===== src/rtl/alu_stage_pkg.sv =====
`default_nettype none
// +----------------------------------------------------------------------------+
// | alu_stage_pkg : shared opcodes, flag indices, conditions and FIFO entry     |
// | Revision      : 1.0                                                         |
// +----------------------------------------------------------------------------+
package alu_stage_pkg;

   localparam int DEST_W     = 3;
   localparam int FLAG_W     = 4;
   localparam int PKG_DATA_W = 8;

   typedef enum logic [3:0] {
      OP_AND  = 4'h0,
      OP_OR   = 4'h1,
      OP_XOR  = 4'h2,
      OP_NOT  = 4'h3,
      OP_INC  = 4'h4,
      OP_DCR  = 4'h5,
      OP_ROL  = 4'h6,
      OP_ROR  = 4'h7,
      OP_ADD  = 4'h8,
      OP_ADC  = 4'h9,
      OP_SUB  = 4'hA,
      OP_SBC  = 4'hB,
      OP_PASS = 4'hC,
      OP_CLR  = 4'hD,
      OP_SHL  = 4'hE,
      OP_SHR  = 4'hF
   } s_af_op_e;

   localparam int FLG_Z   = 0;
   localparam int FLG_C   = 1;
   localparam int FLG_P   = 2;
   localparam int FLG_PAR = 3;

   typedef enum logic [2:0] {
      COND_ALWAYS = 3'd0,
      COND_Z      = 3'd1,
      COND_NZ     = 3'd2,
      COND_C      = 3'd3,
      COND_NC     = 3'd4,
      COND_P      = 3'd5,
      COND_NP     = 3'd6,
      COND_ODD    = 3'd7
   } cond_sel_e;

   typedef struct packed {
      logic [PKG_DATA_W-1:0] data;
      logic [DEST_W-1:0]     dest;
   } alu_entry_t;

   // Only INC..SBC produce an architecturally meaningful carry.
   function automatic logic op_writes_carry(input logic [3:0] op);
      return (op >= OP_INC) && (op <= OP_SBC);
   endfunction

endpackage
`default_nettype wire


===== src/rtl/alu_result_fifo.sv =====
`default_nettype none
// +----------------------------------------------------------------------------+
// | alu_result_fifo : DEPTH-entry result storage with occupancy state machine   |
// | Revision        : 1.0                                                       |
// +----------------------------------------------------------------------------+
module alu_result_fifo #(
   parameter int DEPTH   = 2,
   parameter int ENTRY_W = 11
) (
   input  logic                       clk,
   input  logic                       rst_n,
   input  logic                       push,
   input  logic                       pop,
   input  logic [ENTRY_W-1:0]         push_entry,
   output logic [ENTRY_W-1:0]         head_entry,
   output logic [$clog2(DEPTH):0]     count,
   output logic                       full,
   output logic                       empty
);

   localparam int PTR_W = $clog2(DEPTH);
   localparam int CNT_W = PTR_W + 1;

   typedef enum logic [1:0] {
      OCC_EMPTY   = 2'd0,
      OCC_PARTIAL = 2'd1,
      OCC_FULL    = 2'd2
   } occ_state_e;

   occ_state_e          r_state;
   occ_state_e          w_state_next;
   logic [CNT_W-1:0]    r_count;
   logic [CNT_W-1:0]    w_count_next;
   logic [PTR_W-1:0]    r_wr_ptr;
   logic [PTR_W-1:0]    r_rd_ptr;
   logic [ENTRY_W-1:0]  r_mem [DEPTH];
   logic                w_push;
   logic                w_pop;

   assign w_push = push & (r_state != OCC_FULL);
   assign w_pop  = pop  & (r_state != OCC_EMPTY);

   always_comb begin
      w_count_next = r_count;
      w_state_next = r_state;
      case ({w_push, w_pop})
         2'b10:   w_count_next = r_count + CNT_W'(1);
         2'b01:   w_count_next = r_count - CNT_W'(1);
         default: w_count_next = r_count;
      endcase
      case (r_state)
         OCC_EMPTY: begin
            if (w_push) w_state_next = OCC_PARTIAL;
         end
         OCC_PARTIAL: begin
            if (w_push && !w_pop && (r_count == CNT_W'(DEPTH - 1)))
               w_state_next = OCC_FULL;
            else if (w_pop && !w_push && (r_count == CNT_W'(1)))
               w_state_next = OCC_EMPTY;
         end
         OCC_FULL: begin
            if (w_pop) w_state_next = OCC_PARTIAL;
         end
         default: w_state_next = OCC_EMPTY;
      endcase
   end

   always_ff @(posedge clk or negedge rst_n) begin
      if (!rst_n) begin
         r_state  <= OCC_EMPTY;
         r_count  <= '0;
         r_wr_ptr <= '0;
         r_rd_ptr <= '0;
      end else begin
         r_state <= w_state_next;
         r_count <= w_count_next;
         // Power-of-two depth lets the pointers wrap by natural overflow.
         if (w_push) r_wr_ptr <= r_wr_ptr + PTR_W'(1);
         if (w_pop)  r_rd_ptr <= r_rd_ptr + PTR_W'(1);
      end
   end

   always_ff @(posedge clk) begin
      if (w_push) r_mem[r_wr_ptr] <= push_entry;
   end

   assign empty      = (r_state == OCC_EMPTY);
   assign full       = (r_state == OCC_FULL);
   assign count      = r_count;
   assign head_entry = empty ? '0 : r_mem[r_rd_ptr];

endmodule
`default_nettype wire


===== src/rtl/alu_result_stage.sv =====
`default_nettype none
// +----------------------------------------------------------------------------+
// | alu_result_stage : ALU result buffer, flag register and branch condition    |
// | Optional same-cycle bypass with ALU_RES_BYPASS_EN.  Revision : 1.0          |
// +----------------------------------------------------------------------------+
module alu_result_stage
   import alu_stage_pkg::*;
#(
   parameter int DEPTH = 2,
   parameter int WIDTH = 8
) (
   input  logic                      clk,
   input  logic                      rst_n,
   input  logic [WIDTH-1:0]          alu_out,
   input  logic [3:0]                alu_flags,
   input  logic [3:0]                alu_op,
   input  logic                      in_valid,
   input  logic [2:0]                in_dest,
   input  logic                      in_flag_we,
   output logic                      in_ready,
   output logic                      wb_valid,
   input  logic                      wb_ready,
   output logic [WIDTH-1:0]          wb_data,
   output logic [2:0]                wb_dest,
   output logic [3:0]                flags,
   output logic                      cin,
   input  logic [2:0]                cond_sel,
   output logic                      cond_true,
   output logic [$clog2(DEPTH):0]    count
);

   localparam int ENTRY_W = WIDTH + DEST_W;

   logic                r_[0:0];
   logic [FLAG_W-1:0]   r_flags;
   logic [ENTRY_W-1:0]  w_head;
   logic                w_fifo_full;
   logic                w_fifo_empty;
   logic                w_accept;
   logic                w_push;
   logic                w_pop;
   logic                w_cond;

   assign in_ready = ~w_fifo_full;
   assign w_accept = in_valid & in_ready;
   assign w_pop    = ~w_fifo_empty & wb_ready;

`ifdef ALU_RES_BYPASS_EN
   logic w_bypass;

   // An empty FIFO with a ready consumer forwards the input without storing it.
   assign w_bypass = w_fifo_empty & wb_ready & in_valid;
   assign w_push   = w_accept & ~w_bypass;
   assign wb_valid = ~w_fifo_empty | w_bypass;
   assign {wb_data, wb_dest} = w_bypass ? {alu_out, in_dest} : w_head;
`else
   assign w_push   = w_accept;
   assign wb_valid = ~w_fifo_empty;
   assign {wb_data, wb_dest} = w_head;
`endif

   alu_result_fifo #(
      .DEPTH   (DEPTH),
      .ENTRY_W (ENTRY_W)
   ) u_fifo (
      .clk        (clk),
      .rst_n      (rst_n),
      .push       (w_push),
      .pop        (w_pop),
      .push_entry ({alu_out, in_dest}),
      .head_entry (w_head),
      .count      (count),
      .full       (w_fifo_full),
      .empty      (w_fifo_empty)
   );

   always_ff @(posedge clk or negedge rst_n) begin
      if (!rst_n) begin
         r_flags <= '0;
      end else if (w_accept && in_flag_we) begin
         r_flags[FLG_Z]   <= alu_flags[FLG_Z];
         r_flags[FLG_P]   <= alu_flags[FLG_P];
         r_flags[FLG_PAR] <= alu_flags[FLG_PAR];
         if (op_writes_carry(alu_op)) r_flags[FLG_C] <= alu_flags[FLG_C];
      end
   end

   always_comb begin
      w_cond = 1'b1;
      case (cond_sel_e'(cond_sel))
         COND_ALWAYS: w_cond = 1'b1;
         COND_Z:      w_cond = r_flags[FLG_Z];
         COND_NZ:     w_cond = ~r_flags[FLG_Z];
         COND_C:      w_cond = r_flags[FLG_C];
         COND_NC:     w_cond = ~r_flags[FLG_C];
         COND_P:      w_cond = r_flags[FLG_P];
         COND_NP:     w_cond = ~r_flags[FLG_P];
         COND_ODD:    w_cond = r_flags[FLG_PAR];
         default:     w_cond = 1'b1;
      endcase
   end

   assign flags     = r_flags;
   assign cin       = r_flags[FLG_C];
   assign cond_true = w_cond;

endmodule
`default_nettype wire


===== config.mk =====
export PLATFORM = sky130hd
export DESIGN_NAME = alu_result_stage
export DESIGN_NICKNAME = d
export VERILOG_FILES = /design/src/rtl/alu_stage_pkg.sv /design/src/rtl/alu_result_fifo.sv /design/src/rtl/alu_result_stage.sv
export SDC_FILE = /design/constraint.sdc
export NUM_CORES = 1
export LEC_CHECK = 0
export ABC_CLOCK_PERIOD_IN_PS = 1700
export BUFFER_PORTS_ARGS = -buffer_cell sky130_fd_sc_hd__buf_2
export CAP_MARGIN = 20
export CORE_ASPECT_RATIO = 0.7
export CORE_MARGIN = 2
export CORE_UTILIZATION = 28
export CTS_BUF_LIST = sky130_fd_sc_hd__clkbuf_16
export DETAILED_ROUTE_END_ITERATION = 8
export SETUP_SLACK_MARGIN = 0.2
export SYNTH_ARGS = -nofsm -noshare
export SYNTH_HDL_FRONTEND = slang
export SYNTH_SLANG_ARGS = --single-unit

===== constraint.sdc =====
create_clock -name clk -period 1.7 [get_ports clk]
set_input_delay 0.425 -clock clk [delete_from_list [all_inputs] [get_ports clk]]
set_output_delay 0.425 -clock clk [all_outputs]
set_load 0.02 [all_outputs]

-- After elaboration in Yosys (flattened, before gate mapping)
Memory sizes are Yosys's and may differ from the RTL's.
Index checks and enable logic that the tools add are counted.
- add/sub/neg operators: 4
- div/mod/pow operators: 0
- multipliers: 0
- bitwise gates (word level): 9
- equality and inequality tests: 16
- magnitude comparators: 2
- shift operators: 0
- reductions and logical operators: 14
- multiplexer cells: 10
- operators by type and width (cell ; count):
    equality test 3 bit, second input constant ; 4
    2-to-1 mux 11 bit ; 1
    2-to-1 mux 2 bit ; 4
    case mux 1 bit (8 select lines) ; 1
    equality test 2 x 1 -> 1 bit, second input constant ; 3
    equality test 3 x 2 -> 1 bit, second input constant ; 2
    logical AND 1 bit ; 6
    case mux 2 bit (3 select lines) ; 1
    inverter 1 bit ; 5
    AND 1 bit ; 4
    equality test 2 bit, second input constant ; 2
    >= comparator 4 x 3 -> 1 bit, second input constant ; 1
    <= comparator 4 bit, second input constant ; 1
    != test 2 bit, second input constant ; 2
    case mux 2 bit (2 select lines) ; 1
    nonzero test 2 bit ; 2
    equality test 3 x 1 -> 1 bit, second input constant ; 1
    zero test 3 bit ; 1
    != test 3 x 1 -> 1 bit, second input constant ; 1
    AND reduction 3 bit ; 1
    adder 1 bit, second input constant ; 2
    adder 2 x 1 -> 2 bit, second input constant ; 1
    zero test 1 bit ; 2
    zero test 2 bit ; 1
    4 further kinds ; 5
- bits in latches: 0
- bits in read-only memories: 0
- bits of input ports: 27
- flip-flop bits (word level): 10
- bits in writable memories: 22
- logic and storage cells: 62
- memories: 1
- memory list (memory ; depth ; width ; rd ports ; clocked after memory_dff ; write ports ; RTL line ; text):
    u_fifo.r_mem ; 2 ; 11 ; 1 ; 0 ; 1 ; alu_result_fifo.sv:36 ; logic [ENTRY_W-1:0] r_mem [DEPTH];

-- Longest topological paths before layout
- depth after elaboration: 10
- gate-level depth with buffers: 7
- gate-level depth less buffers: 7

-- Hierarchy
A second synthesis with hierarchy kept.
- cell total of the unflattened synthesis: 100
- area total of the unflattened synthesis: 1436.4 um^2
- by module, submodules not included (module ; cells an instance ; area each (um^2) ; seq. area each (um^2) ; instances):
    alu_result_fifo ; 76 ; 1171.1 ; 810.8 ; 1
    alu_result_stage ; 24 ; 265.3 ; 100.1 ; 1

-- Least setup slack after synthesis
Ideal clock, no wire load.
- path type: flip-flop to output port
- from: register r_flags[1], in the netlist flags[1]
- to: output port cond_true
- data arrival time: 1293 ps
- buffers on the path: 0
- path slack: -18 ps
- required time: 1275 ps
- cell stages (with the launch flop): 4
- cell sequence: dfrtp_1 -> nor2b_1 -> a211o_1 -> a31oi_1
- longest elaborated chain between the ends: 2
- ends and longest elaborated chain (element ; RTL line ; text):
    start: declaration ; alu_result_stage.sv:35 ; logic [FLAG_W-1:0] r_flags;
    start signal: indexed assignment ; alu_result_stage.sv:81 ; r_flags[FLG_Z] <= alu_flags[FLG_Z];
    start signal: indexed assignment ; alu_result_stage.sv:82 ; r_flags[FLG_P] <= alu_flags[FLG_P];
    start signal: indexed assignment ; alu_result_stage.sv:83 ; r_flags[FLG_PAR] <= alu_flags[FLG_PAR];
    inverter 1 bit ; alu_result_stage.sv:95 ; COND_NC: w_cond = ~r_flags[FLG_C];
    case mux 1 bit (8 select lines) * ; alu_result_stage.sv:90 ; case (cond_sel_e'(cond_sel))
    end: declaration ; alu_result_stage.sv:28 ; output logic cond_true,
Mark *: on every way between the ends. The rest lies on a longest branch, timed or not.

-- Worst setup path in the final report
Same ends and word-level chain as after synthesis.

==> impl_metrics.yaml <==
final_layout:
  utilization: 0.434
  n_fill_cell: 458
  syn2layout_area_growth_pct: 49.2
  seqCellArea_sq_um: 913
  fin_nets: 190
  drive_gt1_frac: 0.553
  diodes: 0
  multi_input_area_sq_um: 518
  stdcell_area_sq_mm: 0.00209
worst_setup_path:
  slowest_stage: "dfrtp_1"
  cp_data_required_time_ps: 1270
  critPathTopFamily: "compound AO/OA/AOI/OAI gates"
  arrival_ps: 1330
  reg2regPathDepth: 5
  cp_num_cells: 4
  cp-start-kind: "flip-flop"
  reg2reg_setup_slack_ps: 230
  critPathCaptureType: "primary output"
  path_max_fanout: 3
  critPathMaxStageDelay_ps: 390
  r2r_start: "u_fifo.r_state[0]$_DFFE_PN0P_"
  r2r_end: "flags[2]$_DFFE_PN0P_"
  path_buf_inv: 1
  worst-setup-path-type: "flip-flop to primary output"
  crit_chain: "nor2b_1 -> a211o_1 -> a31oi_4 -> buf_6"
global_routing:
  grt_usage: 0.117
  grt_pass1_wl_microns: 4690
  met2_usage: 0.186
  use_met3: 0.0564
  grt_antenna_before_repair: 0
  met1_usage: 0.132
  grt-ovfl-total: 0
  grt_max_degree: 12
  top_usage_layer: "met2"
  grt_pass1_vias: 985
power:
  power.density_mw_per_mm2: 1720
  power.total_mw: 3.59
  ir_drop_mv: 0.960
  leakage_nw: 0.915
die:
  die_area_sq_mm: 0.00559
  die_y_microns: 63.1
  initial_core_util: 0.291
  io-pin-count: 48
  die_x_microns: 88.5
  num_rows: 21
  core_sq_mm: 0.00481
logic_synthesis:
  async_flop_share: 0.313
  synthCells: 97
  synth.area.top_cells: "edfxtp_1 (47%), dfrtp_1 (18%), mux2i_1 (8.6%)"
  synth-edff-count: 22
  netlist_area_sq_mm: 0.00140
  synth_ff_type: "edfxtp_1"
  yosys-top-cells-count: "edfxtp_1 (22), nor2_1 (13), mux2i_1 (12)"
  yosys.area.top_type: "edfxtp_1"
  yosysWarnings: 0
  synth-seq-cells: 32
  yosysSeqAreaShare: 0.651
  yosysMostFrequentCell: "edfxtp_1"
  yosysUniqueCellTypes: 25
  syn-num-nets: 127
  synth_top_area_frac: 0.472
  syn_area_per_cell_sq_um: 14.4
clock_network:
  clk_latency_ps: 270
  clock_tree.root_cell: "clkbuf_16"
  cts_tree: "done"
  h-tree-depth: 2
  cts_sinks: 32
  ctsLongestPathBuffers: 2
  path_clk_slew_ps: 50
  cts_made_buffers: 5
sta:
  relSlewSlack: 0.802
  period_needed_ps: 1760
  skew_ps: 2.88
  slew_viol_final: 0
  worst_slew_pin_slew_ps: 298
  setup_violations: 1
  fmax_ghz: 0.570
  setup_slack_ps: -55.9
  post-route-period-util: 1.03
  hold_viol_final: 0
  rsz0062_at_grt: "true"
routing:
  viasPerCell: 4.19
  postRouteAntennaNets: 0
  vias: 964
  routed_wl_microns: 2990
  drc: 0
  wire_per_inst_microns: 13.0
  dr.pass1.iters: 4
  drt_iter0_drc: 48
outcome:
  failed_checks: "setup timing"
  outcome: "complete, but fails checks"
worst_hold_path:
  hold_class: "input pin to asynchronous set/reset pin"
place:
  place_area_sq_mm: 0.00175
  port_buffers: 45
  post-dp-hpwl_microns: 1970
  gp_congestion: 0.656
job:
  max-cap-violations: 0
layer usage:
metal  part of all wire  up-vias  routed length [microns]
met2               0.51       21                     1510
li1                   -      477                        -
met5                  0        -                        0
met1               0.43      462                     1280
met3              0.049        4                      146
met4              0.018        0                       54
report_power, final:
group | switching (mW) | internal, mW | total (mW)
registers | 0.105 | 1.06 | 1.16
clock network | 0.292 | 0.525 | 0.817
logic | 0.832 | 0.781 | 1.61
worst reg2reg max path: cells and delay by family, from the launching register on:
kind	cells	cell delay, ps
AND/OR/NAND/NOR	2	360
flip-flops	1	420
multiplexers	1	290
buffers and inverters	2	280
state kept, by name, indices dropped and copies added, names as in the netlist:
register	count
u_fifo.count	2
u_fifo.r_wr_ptr	1
u_fifo.r_mem	22
u_fifo.r_state	2
u_fifo.r_rd_ptr	1
flags	4
through the flow:
stage	setup slack [ps]	setup TNS, ps	hold slack (ps)	std cells
6_report	-55.9	-55.9	8.30	230
5_1_grt	-112	-167	21.4	230
4_1_cts	-65.5	-65.5	13.1	228
3_5_place_dp	43.9	0	304	213
3_3_place_gp	63.5	0	293	213
2_1_floorplan	135	0	129	97
what timing repair did:
item	in CTS	in global routing
buffers inserted	6	2
resized for setup	39	8
hold buffers	0	0
pin swaps	4	6
cloned	1	0
endpoints found under the setup margin	14	29
worst max path at each step:
stage	start	to	slack (ps)
after floorplan	flags[1]$_DFFE_PN0P_	cond_true	140
after global placement	cond_sel[0]	cond_true	60
after detailed placement	cond_sel[0]	cond_true	40
after CTS	flags[1]$_DFFE_PN0P_	cond_true	-70
after global routing	flags[1]$_DFFE_PN0P_	cond_true	-110
final	flags[1]$_DFFE_PN0P_	cond_true	-60
layout by cell type (no fill, tap or decap), types with 2 or more instances in the layout:
cell type,netlist,final
buf_6,0,12
nor2_1,13,8
inv_2,0,2
dfrtp_1,10,8
edfxtp_1,22,22
mux2i_1,12,10
dfrtp_2,0,2
mux2_4,4,4
clkbuf_16,0,5
xnor2_1,3,3
inv_1,6,6
o211ai_1,2,2
o22ai_1,2,2
nor2_2,0,4
mux2i_2,0,2
buf_4,2,16
xor2_1,2,2
buf_2,1,31
cell families after synthesis:
family,count (synthesis),synth area share
AND/OR/NAND/NOR,22,0.0841
adder cells (fa/ha/maj),3,0.0268
flip-flops,32,0.651
buffers and inverters,9,0.0304
AO/OA/AOI/OAI,10,0.0474
multiplexers,16,0.129
XOR/XNOR,5,0.0313
cell type report:
| type | count | share of cell area |
|---|---|---|
| flip-flops and latches | 32 | 0.438 |
| multi-input cells | 56 | 0.248 |
| repair buffers | 59 | 0.197 |
| clock buffers | 5 | 0.0600 |
| well taps | 69 | 0.0414 |
| inverters | 6 | 0.0108 |
| clock inverters | 3 | 0.00540 |
Power figures use the tool's default switching activity.
